==> config.mk <==
export PLATFORM = sky130hd
export DESIGN_NAME = alu_op_initiator
export DESIGN_NICKNAME = d
export VERILOG_FILES = /design/src/rtl/alu_pkg.sv /design/src/rtl/alu_cmd_fifo.sv /design/src/rtl/alu_op_initiator.sv
export SDC_FILE = /design/constraint.sdc
export NUM_CORES = 1
export LEC_CHECK = 0
export BUFFER_PORTS_ARGS = -buffer_cell sky130_fd_sc_hd__buf_2
export CORE_MARGIN = 3
export CORE_UTILIZATION = 25
export CTS_CLUSTER_SIZE = 40
export DETAILED_ROUTE_END_ITERATION = 8
export PLACE_DENSITY = 0.48
export SLEW_MARGIN = 20
export SYNTH_ARGS = -nofsm -noshare
export SYNTH_HDL_FRONTEND = slang
export SYNTH_SLANG_ARGS = --single-unit
==> constraint.sdc <==
create_clock -name clk -period 4.65 [get_ports clk]
set_input_delay 0.2325 -clock clk [delete_from_list [all_inputs] [get_ports clk]]
set_output_delay 0.2325 -clock clk [all_outputs]
set_load 0.005 [all_outputs]
==> src/rtl/alu_pkg.sv <==
// Shared opcodes, FSM state encoding and the reference ALU function
// used by the 4-bit ALU operand/opcode initiator.
package alu_pkg;

  localparam logic [2:0] OP_ADD = 3'b000;
  localparam logic [2:0] OP_SUB = 3'b001;
  localparam logic [2:0] OP_AND = 3'b010;
  localparam logic [2:0] OP_DIV = 3'b011;
  localparam logic [2:0] OP_OR  = 3'b100;
  localparam logic [2:0] OP_MUL = 3'b101;

  localparam int CMD_W = 11;

  typedef logic [1:0] state_t;

  localparam state_t ST_IDLE = 2'd0;
  localparam state_t ST_WAIT = 2'd1;
  localparam state_t ST_RESP = 2'd2;

  function automatic logic [7:0] alu_golden(
    input logic [2:0] op,
    input logic [3:0] a,
    input logic [3:0] b
  );
    logic [7:0] ea;
    logic [7:0] eb;
    logic [7:0] res;
    ea  = {4'h0, a};
    eb  = {4'h0, b};
    res = 8'h00;
    case (op)
      OP_ADD: res = ea + eb;
      OP_SUB: res = ea - eb;
      OP_AND: res = ea & eb;
      OP_DIV: res = (b == 4'h0) ? 8'h00 : ea / eb;
      OP_OR:  res = ea | eb;
      OP_MUL: res = ea * eb;
      default: res = 8'h00;
    endcase
    return res;
  endfunction

endpackage

==> src/rtl/alu_cmd_fifo.sv <==
// Synchronous command FIFO; pointers carry one extra wrap bit so
// full and empty are told apart without a separate counter.
module alu_cmd_fifo
  import alu_pkg::*;
#(
  parameter int DEPTH = 4,
  parameter int W     = CMD_W
) (
  input  logic         clk,
  input  logic         rst,
  input  logic         i_push,
  input  logic         i_pop,
  input  logic [W-1:0] i_data,
  output logic [W-1:0] o_data,
  output logic         o_full,
  output logic         o_empty
);

  localparam int AW = $clog2(DEPTH);

  logic [AW:0]  r_wr;
  logic [AW:0]  r_rd;
  logic [W-1:0] r_mem [DEPTH];
  logic         w_push;
  logic         w_pop;

  assign o_empty = (r_wr == r_rd);
  assign o_full  = (r_wr[AW] != r_rd[AW]) &&
                   (r_wr[AW-1:0] == r_rd[AW-1:0]);

  // A full FIFO refuses a push even when a pop frees a slot this edge.
  assign w_push = i_push & ~o_full;
  assign w_pop  = i_pop  & ~o_empty;
  assign o_data = r_mem[r_rd[AW-1:0]];

  always_ff @(posedge clk) begin
    if (rst) begin
      r_wr <= '0;
      r_rd <= '0;
    end else begin
      if (w_push) r_wr <= r_wr + 1'b1;
      if (w_pop)  r_rd <= r_rd + 1'b1;
    end
  end

  always_ff @(posedge clk) begin
    if (w_push) r_mem[r_wr[AW-1:0]] <= i_data;
  end

endmodule

==> src/rtl/alu_op_initiator.sv <==
// Drives queued {op,a,b} commands onto the ALU and returns results.
// Optional golden-model checker enabled with `define ALU_CHECK_EN.
module alu_op_initiator
  import alu_pkg::*;
#(
  parameter int DEPTH   = 4,
  parameter int ALU_LAT = 1
) (
  input  logic       clk,
  input  logic       rst,
  input  logic       cmd_valid,
  output logic       cmd_ready,
  input  logic [2:0] cmd_op,
  input  logic [3:0] cmd_a,
  input  logic [3:0] cmd_b,
  output logic [3:0] alu_a,
  output logic [3:0] alu_b,
  output logic [2:0] alu_op,
  input  logic [7:0] alu_result,
  output logic       rsp_valid,
  input  logic       rsp_ready,
  output logic [7:0] rsp_data,
  output logic [2:0] rsp_op,
  output logic       rsp_err
);

  localparam int CW = $clog2(ALU_LAT + 2);
  localparam logic [CW-1:0] LOAD = CW'(ALU_LAT + 1);
  localparam logic [CW-1:0] ONE  = CW'(1);

  state_t          r_state;
  logic [CW-1:0]   r_cnt;
  logic [3:0]      r_alu_a;
  logic [3:0]      r_alu_b;
  logic [2:0]      r_alu_op;
  logic [7:0]      r_rsp_data;
  logic [2:0]      r_rsp_op;

  logic [CMD_W-1:0] w_head;
  logic             w_full;
  logic             w_empty;
  logic             w_pop;
  logic             w_capture;
  logic [2:0]       w_head_op;
  logic [3:0]       w_head_a;
  logic [3:0]       w_head_b;

  alu_cmd_fifo #(
    .DEPTH (DEPTH),
    .W     (CMD_W)
  ) u_fifo (
    .clk     (clk),
    .rst     (rst),
    .i_push  (cmd_valid),
    .i_pop   (w_pop),
    .i_data  ({cmd_op, cmd_a, cmd_b}),
    .o_data  (w_head),
    .o_full  (w_full),
    .o_empty (w_empty)
  );

  assign w_head_op = w_head[10:8];
  assign w_head_a  = w_head[7:4];
  assign w_head_b  = w_head[3:0];

  assign w_pop = ~w_empty &
                 ((r_state == ST_IDLE) |
                  ((r_state == ST_RESP) & rsp_ready));

  assign w_capture = (r_state == ST_WAIT) && (r_cnt == ONE);

  assign cmd_ready = ~w_full;
  assign rsp_valid = (r_state == ST_RESP);
  assign alu_a     = r_alu_a;
  assign alu_b     = r_alu_b;
  assign alu_op    = r_alu_op;
  assign rsp_data  = r_rsp_data;
  assign rsp_op    = r_rsp_op;

  always_ff @(posedge clk) begin
    if (rst) begin
      r_state    <= ST_IDLE;
      r_cnt      <= '0;
      r_alu_a    <= '0;
      r_alu_b    <= '0;
      r_alu_op   <= '0;
      r_rsp_data <= '0;
      r_rsp_op   <= '0;
    end else begin
      if (w_pop) begin
        r_alu_a  <= w_head_a;
        r_alu_b  <= w_head_b;
        r_alu_op <= w_head_op;
        r_cnt    <= LOAD;
        r_state  <= ST_WAIT;
      end
      unique case (r_state)
        ST_WAIT: begin
          r_cnt <= r_cnt - ONE;
          if (w_capture) begin
            r_rsp_data <= alu_result;
            r_rsp_op   <= r_alu_op;
            r_state    <= ST_RESP;
          end
        end
        ST_RESP: begin
          if (rsp_ready && w_empty) r_state <= ST_IDLE;
        end
        default: ;
      endcase
    end
  end

`ifdef ALU_CHECK_EN
  logic [7:0] r_expected;
  logic       r_skip;
  logic       r_err;

  // Divide by zero has no defined result, so it is never flagged.
  always_ff @(posedge clk) begin
    if (rst) begin
      r_expected <= '0;
      r_skip     <= 1'b0;
      r_err      <= 1'b0;
    end else begin
      if (w_pop) begin
        r_expected <= alu_golden(w_head_op, w_head_a, w_head_b);
        r_skip     <= (w_head_op == OP_DIV) && (w_head_b == 4'h0);
      end
      if (w_capture) r_err <= ~r_skip & (alu_result != r_expected);
    end
  end

  assign rsp_err = r_err;
`else
  assign rsp_err = 1'b0;
`endif

endmodule
==> summary.txt, run 1 <==
Yosys
  – Adder-cell share of the synthesized area: 3.73%
  – Number of distinct library cells after synthesis: 32
  – Yosys reg bits: 76
  – Synth Area in Compound Gates: 7.51%
  – Syn avg cell area: 13.3 sq um
  – Multiplexer area fraction after synthesis: 8.54%
  – Post-Syn Instances: 226
  – Post-synth net total: 258
  – Sequential area share after synthesis: 65.0%
  – Post-Synth XOR/XNOR Area: 2.82%
  – Yosys warning count: 0
  – Simple-Gate Fraction of Synth Area: 9.04%
  – Largest family of logic cells by synthesized area: simple AND/OR/NAND/NOR gates
  – Cell Area, Synth: 0.00302 sq mm

Floorplanning
  – Placement Rows: 39
  – Die Span X: 116 microns
  – IO Pins: 48
  – Die area: 0.0134 sq mm
  – Starting density of the core: 26.0%
  – Core area: 0.0116 sq mm
  – Die Ht: 116 microns

Routing
  – WL per Instance: 14.2 microns
  – Via density: 4.29
  – Remaining DRCs: 0
  – Starting DRT DRC Count: 80
  – Final wirelength: 5.94 mm
  – Routed Antenna Nets: 0
  – Via Count: 1797
  – Pre-antenna DRT Iters: 4

Critical path
  – Crit path max fanout: 15
  – CP Data Required Time: 4620 ps
  – Crit path largest cell delay: 940 ps
  – Crit-path cells: xor2_2, o31a_1, and2_1
  – Setup crit start kind: flop
  – Flop2flop setup slack: 2210 ps
  – Worst R2R Start: u_fifo.r_rd[0]
  – Kind of end point of the critical path: flop
  – Family with the most delay on the worst path: flip-flops
  – WP buf/inv: 0
  – Worst Path Arrival: 2410 ps
  – R2r endpoint: u_fifo.r_mem[1][4]
  – Slowest cell on the critical path: dfxtp_1
  – WS Path Type: reg -> reg
  – Reg2reg path depth: 3

CTS
  – Root buffer cell: clkbuf_16
  – Skew-Pair Late Insertion Delay: 330 ps
  – # resized after CTS: 0
  – CTS sink cnt: 76
  – CTS Hold Buffers Added: 0
  – Postcts setup bufs: 0
  – CTS Buf Count: 9
  – Depth of the CTS H-tree: 3
  – Longest Clk Path Bufs: 2
  – TritonCTS clock tree: built
  – Worst-path clk slew: 60 ps

Finish
  – Most frequent cells in the layout: nand2_1 (48), buf_2 (46), edfxtp_1 (44), dfxtp_1 (32), a21oi_1 (26)
  – Fraction of layout cells with a size suffix above 1: 27.5%
  – Storage cell area: 0.00196 sq mm
  – Area taken by multi-input logic gates: 958 sq um
  – Area grow syn2layout: 20.9%
  – Final net count: 303
  – # diodes: 0
  – Fillers: 1168
  – Most common cell after layout, fill and taps aside: nand2_1

Global route
  – Pin count of the biggest net entering global routing: 33
  – First-pass GRT wire length: 9.99 mm
  – Tot GR Track Use: 9.78%
  – Vias in the first global route: 1820
  – Total congestion overflow: 0
  – Initial antenna violation count: 0

STA
  – Total negative slack: 0 ps
  – RSZ-0062 raised after global routing: false
  – Setup violators final: 0
  – Post-route minimum period: 2440 ps
  – Max Slew Vio Count: 0
  – Worst slew margin: 36.6%
  – Fmax: 409 MHz
  – Final Hold Fails: 0
  – Worst-Margin Slew: 950 ps
  – Worst Clk Skew: 5.81 ps
  – Final period util: 52.5%

Worst hold path
  – Worst Hold Path EP: u_fifo.r_mem[2][2]
  – Hold Crit Start: cmd_b[2]
  – Hold depth: 1
  – HP Class: in -> reg

Power
  – Psw: 551 uW
  – Seq pwr share: 45.5%
  – Internal power: 1.40 mW
  – Comb power frac: 20.1%
  – Power consumption: 1.95 mW
  – Pwr/cell area: 535 mW/mm^2
  – Peak VDD IR: 212 uV
  – Switching Share: 28.3%
  – Leakage: 1.33 nW
  – Clock Power Share: 34.4%

Placed design
  – GP Congestion: 0.712
  – I/O Buffers: 46
  – DP Wirelength: 4.30 mm

Status
  – Outcome: complete, no violations

Job
  – Max cap viols: 0
[metal layers]
| layer | wire [microns] | global-route usage (%) |
|---|---|---|
| met5 | 0 | 0 |
| met4 | 88 | 3.71 |
| met3 | 267 | 3.19 |
| met2 | 2610 | 14.2 |
| met1 | 2970 | 13.6 |
[state kept, by name (all words and copies together), names as in the netlist]
signal / cells
alu_op: 3
u_fifo.r_mem: 44
alu_b: 4
alu_a: 4
rsp_data: 8
r_state: 2
u_fifo.r_rd: 3
r_cnt: 2
u_fifo.r_wr: 3
rsp_op: 3
[kinds of logic after synthesis]
logic type / count (synthesis)
muxes: 12
and+or+nand+nor: 65
buffers and inverters: 19
DFF: 76
AOI/OAI and AO/OA: 36
adders and majority gates: 9
xor gates and xnor gates: 8
other: 1
[cells in the mapped netlist]
cell type,count,area share [%]
ha_1,9,3.7
a22oi_1,1,0.25
a21oi_1,26,4.3
o21ai_0,1,0.17
clkbuf_2,1,0.17
dfxtp_1,32,21
clkbuf_1,5,0.62
or3_1,1,0.21
o31ai_4,1,0.71
a21bo_2,1,0.33
edfxtp_1,44,44
buf_4,4,1.0
inv_1,7,0.87
xor2_1,1,0.29
and2_1,5,1.0
o31a_2,1,0.33
conb_1,1,0.12
nand2_1,48,6.0
a311oi_1,3,0.87
nand3_1,2,0.33
a21o_1,1,0.25
buf_2,1,0.17
mux4_2,11,8.2
nor2_1,5,0.62
o31a_1,1,0.29
nand2b_1,2,0.41
nand4_1,1,0.21
xnor2_1,5,1.5
buf_6,1,0.37
nand3b_1,1,0.25
xor2_2,2,1.1
mux2i_1,1,0.33
[metrics by stage]
step	cell area, sq um	std cells	util (%)	hold WS [ps]	setup slack, ps
floorplan	3020	226	-	305	2930
global placement	3360	403	28.9	441	2190
detailed placement	3360	403	28.9	447	2120
CTS	3650	419	31.4	114	2120
global route	3650	419	31.4	119	1960
finish	3650	419	31.4	121	2210
[how the worst max path moves through the flow]
| stage | end | startpoint | cells after the start | slack [ps] |
|---|---|---|---|---|
| after floorplan | u_fifo.r_mem[3][0] | u_fifo.r_rd[1] | 4 | 2930 |
| after global placement | u_fifo.r_mem[0][9] | u_fifo.r_rd[0] | 3 | 2190 |
| after detailed placement | u_fifo.r_mem[1][9] | u_fifo.r_rd[0] | 3 | 2120 |
| after CTS | u_fifo.r_mem[1][8] | u_fifo.r_rd[0] | 3 | 2120 |
| after global routing | r_state[1] | u_fifo.r_rd[0] | 4 | 1960 |
| final | u_fifo.r_mem[1][4] | u_fifo.r_rd[0] | 3 | 2210 |
[power groups by stage]
stage               Combinational (mW)  Clock, mW  Sequential, mW
floorplan                        0.342          0           0.854
global placement                 0.398          0           0.905
detailed placement               0.403          0           0.907
CTS                              0.405      0.693           0.894
global route                     0.453      0.721           0.907
finish                           0.392      0.671           0.888
[area by class of cell]
class | instances | share of cell area, %
Sequential cell | 76 | 53.8
Multi-Input combinational cell | 131 | 26.3
Timing Repair Buffer | 46 | 6.31
Clock buffer | 9 | 6.18
Tap cell | 143 | 4.91
Clock inverter | 7 | 1.78
Inverter | 7 | 0.721
No activity file was read; power rests on OpenSTA's default activity.
==> run 2: changes to the inputs <==
- PLACE_DENSITY: 0.48 -> 0.49
- clock period: 4.65 -> 2 ns (I/O delays scaled with it)
==> run 2 against run 1 <==
  * First-iteration DRC count rose by 45%
  * Sequential cell count unchanged
  * Global-route usage decreased by 0.24 points
  * Wire length is 2.6% higher
  * Count of clock-buffer cells in the layout unchanged
  * Non-clock buffer count rose by 16
  * Clock power is 140% higher
  * Critical path depth is 1 higher
  * Die area unchanged
  * Sequential share of layout area decreased by 2.1 points
  * Final area up 4.1%
  * Critical endpoint is now u_fifo.r_mem[0][9]
==> summary.txt, run 2 (synthesized netlist as in run 1, its figures left out) <==
Status
  – Outcome: complete, no violations (unchanged)

CTS
  – Postcts setup bufs: 0 (unchanged)
  – Depth of the CTS H-tree: 3 (unchanged)
  – Worst-path clk slew: 60 ps (about the same)
  – CTS Buf Count: 9 (unchanged)
  – Skew-Pair Late Insertion Delay: 320 ps (was 330 ps)
  – CTS sink cnt: 76 (unchanged)
  – Root buffer cell: clkbuf_16 (unchanged)
  – TritonCTS clock tree: built (unchanged)
  – Longest Clk Path Bufs: 2 (unchanged)

Floorplanning
  – Core area: 0.0116 sq mm (unchanged)
  – IO Pins: 48 (unchanged)
  – Die Span X: 116 microns (unchanged)
  – Starting density of the core: 26.0% (unchanged)
  – Die Ht: 116 microns (unchanged)
  – Die area: 0.0134 sq mm (unchanged)
  – Placement Rows: 39 (unchanged)

STA
  – Final period util: 82.7% (was 52.5%)
  – Setup violators final: 0 (unchanged)
  – Fmax: 605 MHz (was 409 MHz)
  – Worst slew margin: 58.3% (was 36.6%)
  – Worst-Margin Slew: 626 ps (was 950 ps)
  – Post-route minimum period: 1650 ps (was 2440 ps)
  – Max Slew Vio Count: 0 (unchanged)
  – Setup ws final: 347 ps (was 2210 ps)
  – Total negative slack: 0 ps (unchanged)
  – RSZ-0062 raised after global routing: false (unchanged)
  – Final Hold Fails: 0 (unchanged)
  – Worst Clk Skew: 5.25 ps (was 5.81 ps)

Routing
  – Pre-antenna DRT Iters: 3 (was 4)
  – Via density: 4.28 (was 4.29)
  – Final wirelength: 6.09 mm (was 5.94 mm)
  – Starting DRT DRC Count: 116 (was 80)
  – WL per Instance: 14.0 microns (was 14.2 microns)
  – Remaining DRCs: 0 (unchanged)
  – Via Count: 1861 (was 1797)
  – Routed Antenna Nets: 0 (unchanged)

Placed design
  – Place WS: 324 ps (was 2120 ps)
  – DP Wirelength: 4.25 mm (was 4.30 mm)
  – I/O Buffers: 46 (unchanged)
  – GP Congestion: 0.684 (was 0.712)
  – Area of placed instances: 0.00342 sq mm (was 0.00336 sq mm)

Critical path
  – Reg2reg path depth: 4 (was 3)
  – Kind of end point of the critical path: flop (unchanged)
  – Crit-path cells: xor2_2, o31a_1, and2_1, buf_4 (was xor2_2, o31a_1, and2_1)
  – Slowest cell on the critical path: dfxtp_1 (unchanged)
  – Setup crit start kind: flop (unchanged)
  – Crit path largest cell delay: 490 ps (was 940 ps)
  – Flop2flop setup slack: 350 ps (was 2210 ps)
  – Crit path max fanout: 11 (was 15)
  – Worst Path Arrival: 1670 ps (was 2410 ps)
  – CP Data Required Time: 2020 ps (was 4620 ps)
  – WS Path Type: reg -> reg (unchanged)

Global route
  – Tot GR Track Use: 9.54% (was 9.78%)
  – Initial antenna violation count: 0 (unchanged)
  – Vias in the first global route: 1845 (was 1820)
  – First-pass GRT wire length: 9.65 mm (was 9.99 mm)
  – Total congestion overflow: 0 (unchanged)
  – Pin count of the biggest net entering global routing: 33 (unchanged)

Worst hold path
  – HP Class: in -> reg (unchanged)
  – Hold depth: 1 (unchanged)

Finish
  – Fillers: 1177 (was 1168)
  – # diodes: 0 (unchanged)
  – Most common cell after layout, fill and taps aside: nand2_1 (unchanged)
  – Final net count: 319 (was 303)
  – Most frequent cells in the layout: nand2_1 (48), buf_2 (46), edfxtp_1 (44), dfxtp_1 (32), a21oi_1 (26) (unchanged)
  – Area grow syn2layout: 25.8% (was 20.9%)
  – Fraction of layout cells with a size suffix above 1: 29.8% (was 27.5%)
  – Largest register FFs: 44 (unchanged)
  – Fin area: 0.00380 sq mm (was 0.00365 sq mm)

Power
  – Pwr/cell area: 1230 mW/mm^2 (was 535 mW/mm^2)
  – Leakage: 1.41 nW (was 1.33 nW)
  – Peak VDD IR: 424 uV (was 212 uV)

Job
  – Max cap viols: 0 (unchanged)
[run 2: final timing paths]
kind                       start                   to
setup reg to reg  u_fifo.r_wr[1]   u_fifo.r_mem[0][9]
setup / recovery  u_fifo.r_wr[1]   u_fifo.r_mem[0][9]
hold / removal         cmd_op[2]  u_fifo.r_mem[1][10]
hold reg to reg      rsp_data[2]          rsp_data[2]
[run 2: metrics by stage]
step / utilization, % / cells / total power [mW] / hold slack [ps]
after floorplan: - / 226 / 2.78 / 172
after global placement: 29.5 / 412 / 3.10 / 328
after detailed placement: 29.5 / 412 / 3.12 / 333
after CTS: 32.7 / 435 / 4.76 / 0.907
after global routing: 32.7 / 435 / 4.96 / 0.214
final: 32.7 / 435 / 4.67 / 8.55
[run 2: repair_timing]
action                    in CTS  in global routing
hold buffers                   7                  0
resized for setup              0                  0
hold endpoints to repair      28                  0
[run 2: layout make-up]
cell class / count / area (sq um) / share of cell area, %
repair buffers: 62 / 368 / 9.69
multi-input cells: 131 / 958 / 25.2
well taps: 143 / 179 / 4.71
inverters: 7 / 26.3 / 0.692
flip-flops and latches: 76 / 1960 / 51.7
clock buffers: 9 / 225 / 5.93
clock inverters: 7 / 77.6 / 2.04
[run 2: where the power goes]
part	switching, mW	leakage [nW]	internal, mW
clock network	0.636	0.147	0.981
registers	0.119	0.665	1.86
logic	0.588	0.596	0.492
total	1.34	1.41	3.33
[run 2: worst max-delay path: cells and delay by family (launching register included)]
family	cells	cell delay, ps
AOI/OAI and AO/OA	1	240
buffers and inverters	1	210
and+or+nand+nor	1	150
DFF	1	490
xor gates and xnor gates	1	260
[run 2: routing by layer]
layer,vias to the layer above,wire (microns),part of all wire (%),GRT usage [%]
met5,-,0,0,0
met4,0,13,0.21,1.62
met3,2,289,4.7,3.71
met2,42,3040,50,16.0
met1,897,2750,45,11.9
li1,920,-,-,-
==> run 3: changes to the inputs <==
- clock period: 2 -> 1.4 ns (I/O delays scaled with it)
==> run 3 against run 2 <==
  * The flow now finishes with violations (setup timing)
  * Critical endpoint is now u_fifo.r_mem[1][9]
  * Clock skew up 1.1 ps
  * Count of clock-buffer cells in the layout stayed put
  * Via count increased by 10%
  * Wire length up 16%
  * Global-route usage up 0.97 points
  * Sequential share of layout area decreased by 6.8 points
  * Sequential power is 44% higher
==> summary.txt, run 3 (synthesized netlist as in run 1, its figures left out) <==
CTS
  – Longest Clk Path Bufs: 2 (unchanged)
  – CTS sink cnt: 76 (unchanged)
  – CTS Buf Count: 9 (unchanged)
  – Depth of the CTS H-tree: 3 (unchanged)
  – Skew-Pair Late Insertion Delay: 330 ps (was 320 ps)
  – TritonCTS clock tree: built (unchanged)
  – Root buffer cell: clkbuf_16 (unchanged)
  – Worst-path clk slew: 60 ps (about the same)

Critical path
  – Crit-path cells: xnor2_4, o31a_1, and2_4 (was xor2_2, o31a_1, and2_1, buf_4)
  – Reg2reg path depth: 3 (was 4)
  – CP Launch Point: u_fifo.r_rd[2] (was u_fifo.r_wr[1])
  – Crit path largest cell delay: 390 ps (was 490 ps)
  – Worst Path Arrival: 1490 ps (was 1670 ps)
  – WS Path Type: reg -> reg (unchanged)
  – Slowest cell on the critical path: dfxtp_4 (was dfxtp_1)
  – Crit path max fanout: 6 (was 11)
  – Setup crit start kind: flop (unchanged)
  – Kind of end point of the critical path: flop (unchanged)
  – CP Data Required Time: 1440 ps (was 2020 ps)
  – Worst setup path end: u_fifo.r_mem[1][9] (was u_fifo.r_mem[0][9])
  – R2r endpoint: u_fifo.r_mem[1][9] (was u_fifo.r_mem[0][9])
  – Flop2flop setup slack: -60 ps (was 350 ps)
  – Worst R2R Start: u_fifo.r_rd[2] (was u_fifo.r_wr[1])

Routing
  – Routed Antenna Nets: 0 (unchanged)
  – Starting DRT DRC Count: 90 (was 116)
  – Via Count: 2053 (was 1861)
  – Final wirelength: 7.07 mm (was 6.09 mm)
  – Remaining DRCs: 0 (unchanged)
  – Via density: 4.36 (was 4.28)
  – WL per Instance: 15.0 microns (was 14.0 microns)
  – Pre-antenna DRT Iters: 4 (was 3)

Finish
  – Fraction of layout cells with a size suffix above 1: 47.6% (was 29.8%)
  – Most common cell after layout, fill and taps aside: buf_2 (was nand2_1)
  – Most frequent cells in the layout: buf_2 (46), edfxtp_1 (44), nand2_1 (37), dfxtp_1 (24), dlygate4sd3_1 (19) (was nand2_1 (48), buf_2 (46), edfxtp_1 (44), dfxtp_1 (32), a21oi_1 (26))
  – Final net count: 355 (was 319)
  – Post-Layout Cell Count: 471 (was 435)
  – Largest register FFs: 44 (unchanged)
  – # diodes: 0 (unchanged)
  – Area grow syn2layout: 46.9% (was 25.8%)

Global route
  – Vias in the first global route: 1973 (was 1845)
  – Tot GR Track Use: 10.5% (was 9.54%)
  – Pin count of the biggest net entering global routing: 15 (was 33)
  – First-pass GRT wire length: 10.4 mm (was 9.65 mm)
  – Initial antenna violation count: 0 (unchanged)
  – Total congestion overflow: 0 (unchanged)

Power
  – Peak VDD IR: 826 uV (was 424 uV)
  – Switching Share: 29.7% (was 28.7%)
  – Psw: 2.27 mW (was 1.34 mW)
  – Leakage: 1.64 nW (was 1.41 nW)
  – Comb power frac: 33.3% (was 23.1%)
  – Clock Power Share: 29.3% (was 34.6%)
  – Internal power: 5.37 mW (was 3.33 mW)
  – Power consumption: 7.64 mW (was 4.67 mW)
  – Seq pwr share: 37.4% (was 42.3%)
  – Pwr/cell area: 1720 mW/mm^2 (was 1230 mW/mm^2)

STA
  – Setup ws final: -56.3 ps (was 347 ps)
  – Final Hold Fails: 0 (unchanged)
  – Worst Clk Skew: 6.38 ps (was 5.25 ps)
  – Post-route minimum period: 1460 ps (was 1650 ps)
  – Fin Hold WS: 116 ps (was 8.55 ps)
  – RSZ-0062 raised after global routing: true (was false)
  – Fmax: 687 MHz (was 605 MHz)
  – Setup violators final: 35 (was 0)
  – Max Slew Vio Count: 0 (unchanged)
  – Total negative slack: -1130 ps (was 0 ps)
  – Final period util: 104% (was 82.7%)

Placed design
  – DP Wirelength: 4.27 mm (was 4.25 mm)
  – Placed insts: 421 (was 412)
  – Place WS: -139 ps (was 324 ps)
  – GP Congestion: 0.687 (was 0.684)
  – I/O Buffers: 46 (unchanged)

Worst hold path
  – HP Class: in -> reg (unchanged)

Floorplanning
  – Starting density of the core: 26.0% (unchanged)
  – IO Pins: 48 (unchanged)
  – Placement Rows: 39 (unchanged)
  – Die Span X: 116 microns (unchanged)
  – Die area: 0.0134 sq mm (unchanged)
  – Die Ht: 116 microns (unchanged)
  – Core area: 0.0116 sq mm (unchanged)

Job
  – Max cap viols: 0 (unchanged)

Status
  – Failing checks: setup timing
  – Outcome: finished, violations left (was complete, no violations)
## run 3: cell types whose count changed in the layout (fill, tap and decap cells not counted), moves of 9 or more
cell,change
nand2_2,+11
a21oi_1,-11
dlygate4sd3_1,+12
and2_4,+9
nand2_1,-11
a21oi_2,+11
## run 3: power by group through the flow
stage               Combinational (mW)  Sequential [mW]  Clock, mW
floorplan                         1.19             2.85          0
global placement                  1.81             2.87          0
detailed placement                1.81             2.88          0
CTS                               2.21             2.86       2.29
global route                      2.77             2.88       2.40
finish                            2.54             2.86       2.24
## run 3: metal layers
metal / vias up / routed length, microns / track usage, %
met1: 986 / 3170 / 13.3
met4: 0 / 82 / 3.25
met3: 7 / 336 / 3.92
met5: - / 0 / 0
li1: 1010 / - / -
met2: 50 / 3490 / 16.8
## run 3: worst min path at each step
| stage | cells past startpoint | startpoint | slack, ps | endpoint |
|---|---|---|---|---|
| 3_3_place_gp | 1 | cmd_b[1] | 290 | u_fifo.r_mem[2][1] |
| 4_1_cts | 2 | rst | 90 | u_fifo.r_wr[1] |
| 5_1_grt | 2 | rst | 120 | u_fifo.r_wr[0] |
| 3_5_place_dp | 1 | cmd_b[1] | 290 | u_fifo.r_mem[2][1] |
| 6_report | 2 | rst | 120 | u_fifo.r_wr[1] |
| 2_1_floorplan | 1 | rst | 140 | r_cnt[1] |
## run 3: stage by stage
step | instance area [sq um] | utilization, %
after global placement | 3580 | 30.8
final | 4430 | 38.1
after detailed placement | 3580 | 30.8
after CTS | 4250 | 36.6
after global routing | 4430 | 38.1
after floorplan | 3070 | -
## run 3: cell type report
type,instances,area (sq um)
Clock buffer,9,225
Clock inverter,7,66.3
Fill cell,1124,7180
Inverter,7,26.3
Multi-Input combinational cell,137,1240
Sequential cell,76,1990
Tap cell,143,179
Timing Repair Buffer,92,707
## run 3: worst max-delay path: cells and delay by family (launching register included)
kind	cells	cell delay (ps)
AOI/OAI and AO/OA	1	310
xor gates and xnor gates	1	200
DFF	1	390
and+or+nand+nor	1	260
## run 3: timing repair
action                                 in CTS  in global routing
hold buffers                               19                  0
resized for setup                          37                 29
setup endpoints to repair                  63                 67
cloned                                      5                  1
pin swaps                                  34                 15
setup buffers                               4                  5
endpoints found under the hold margin      52                  0
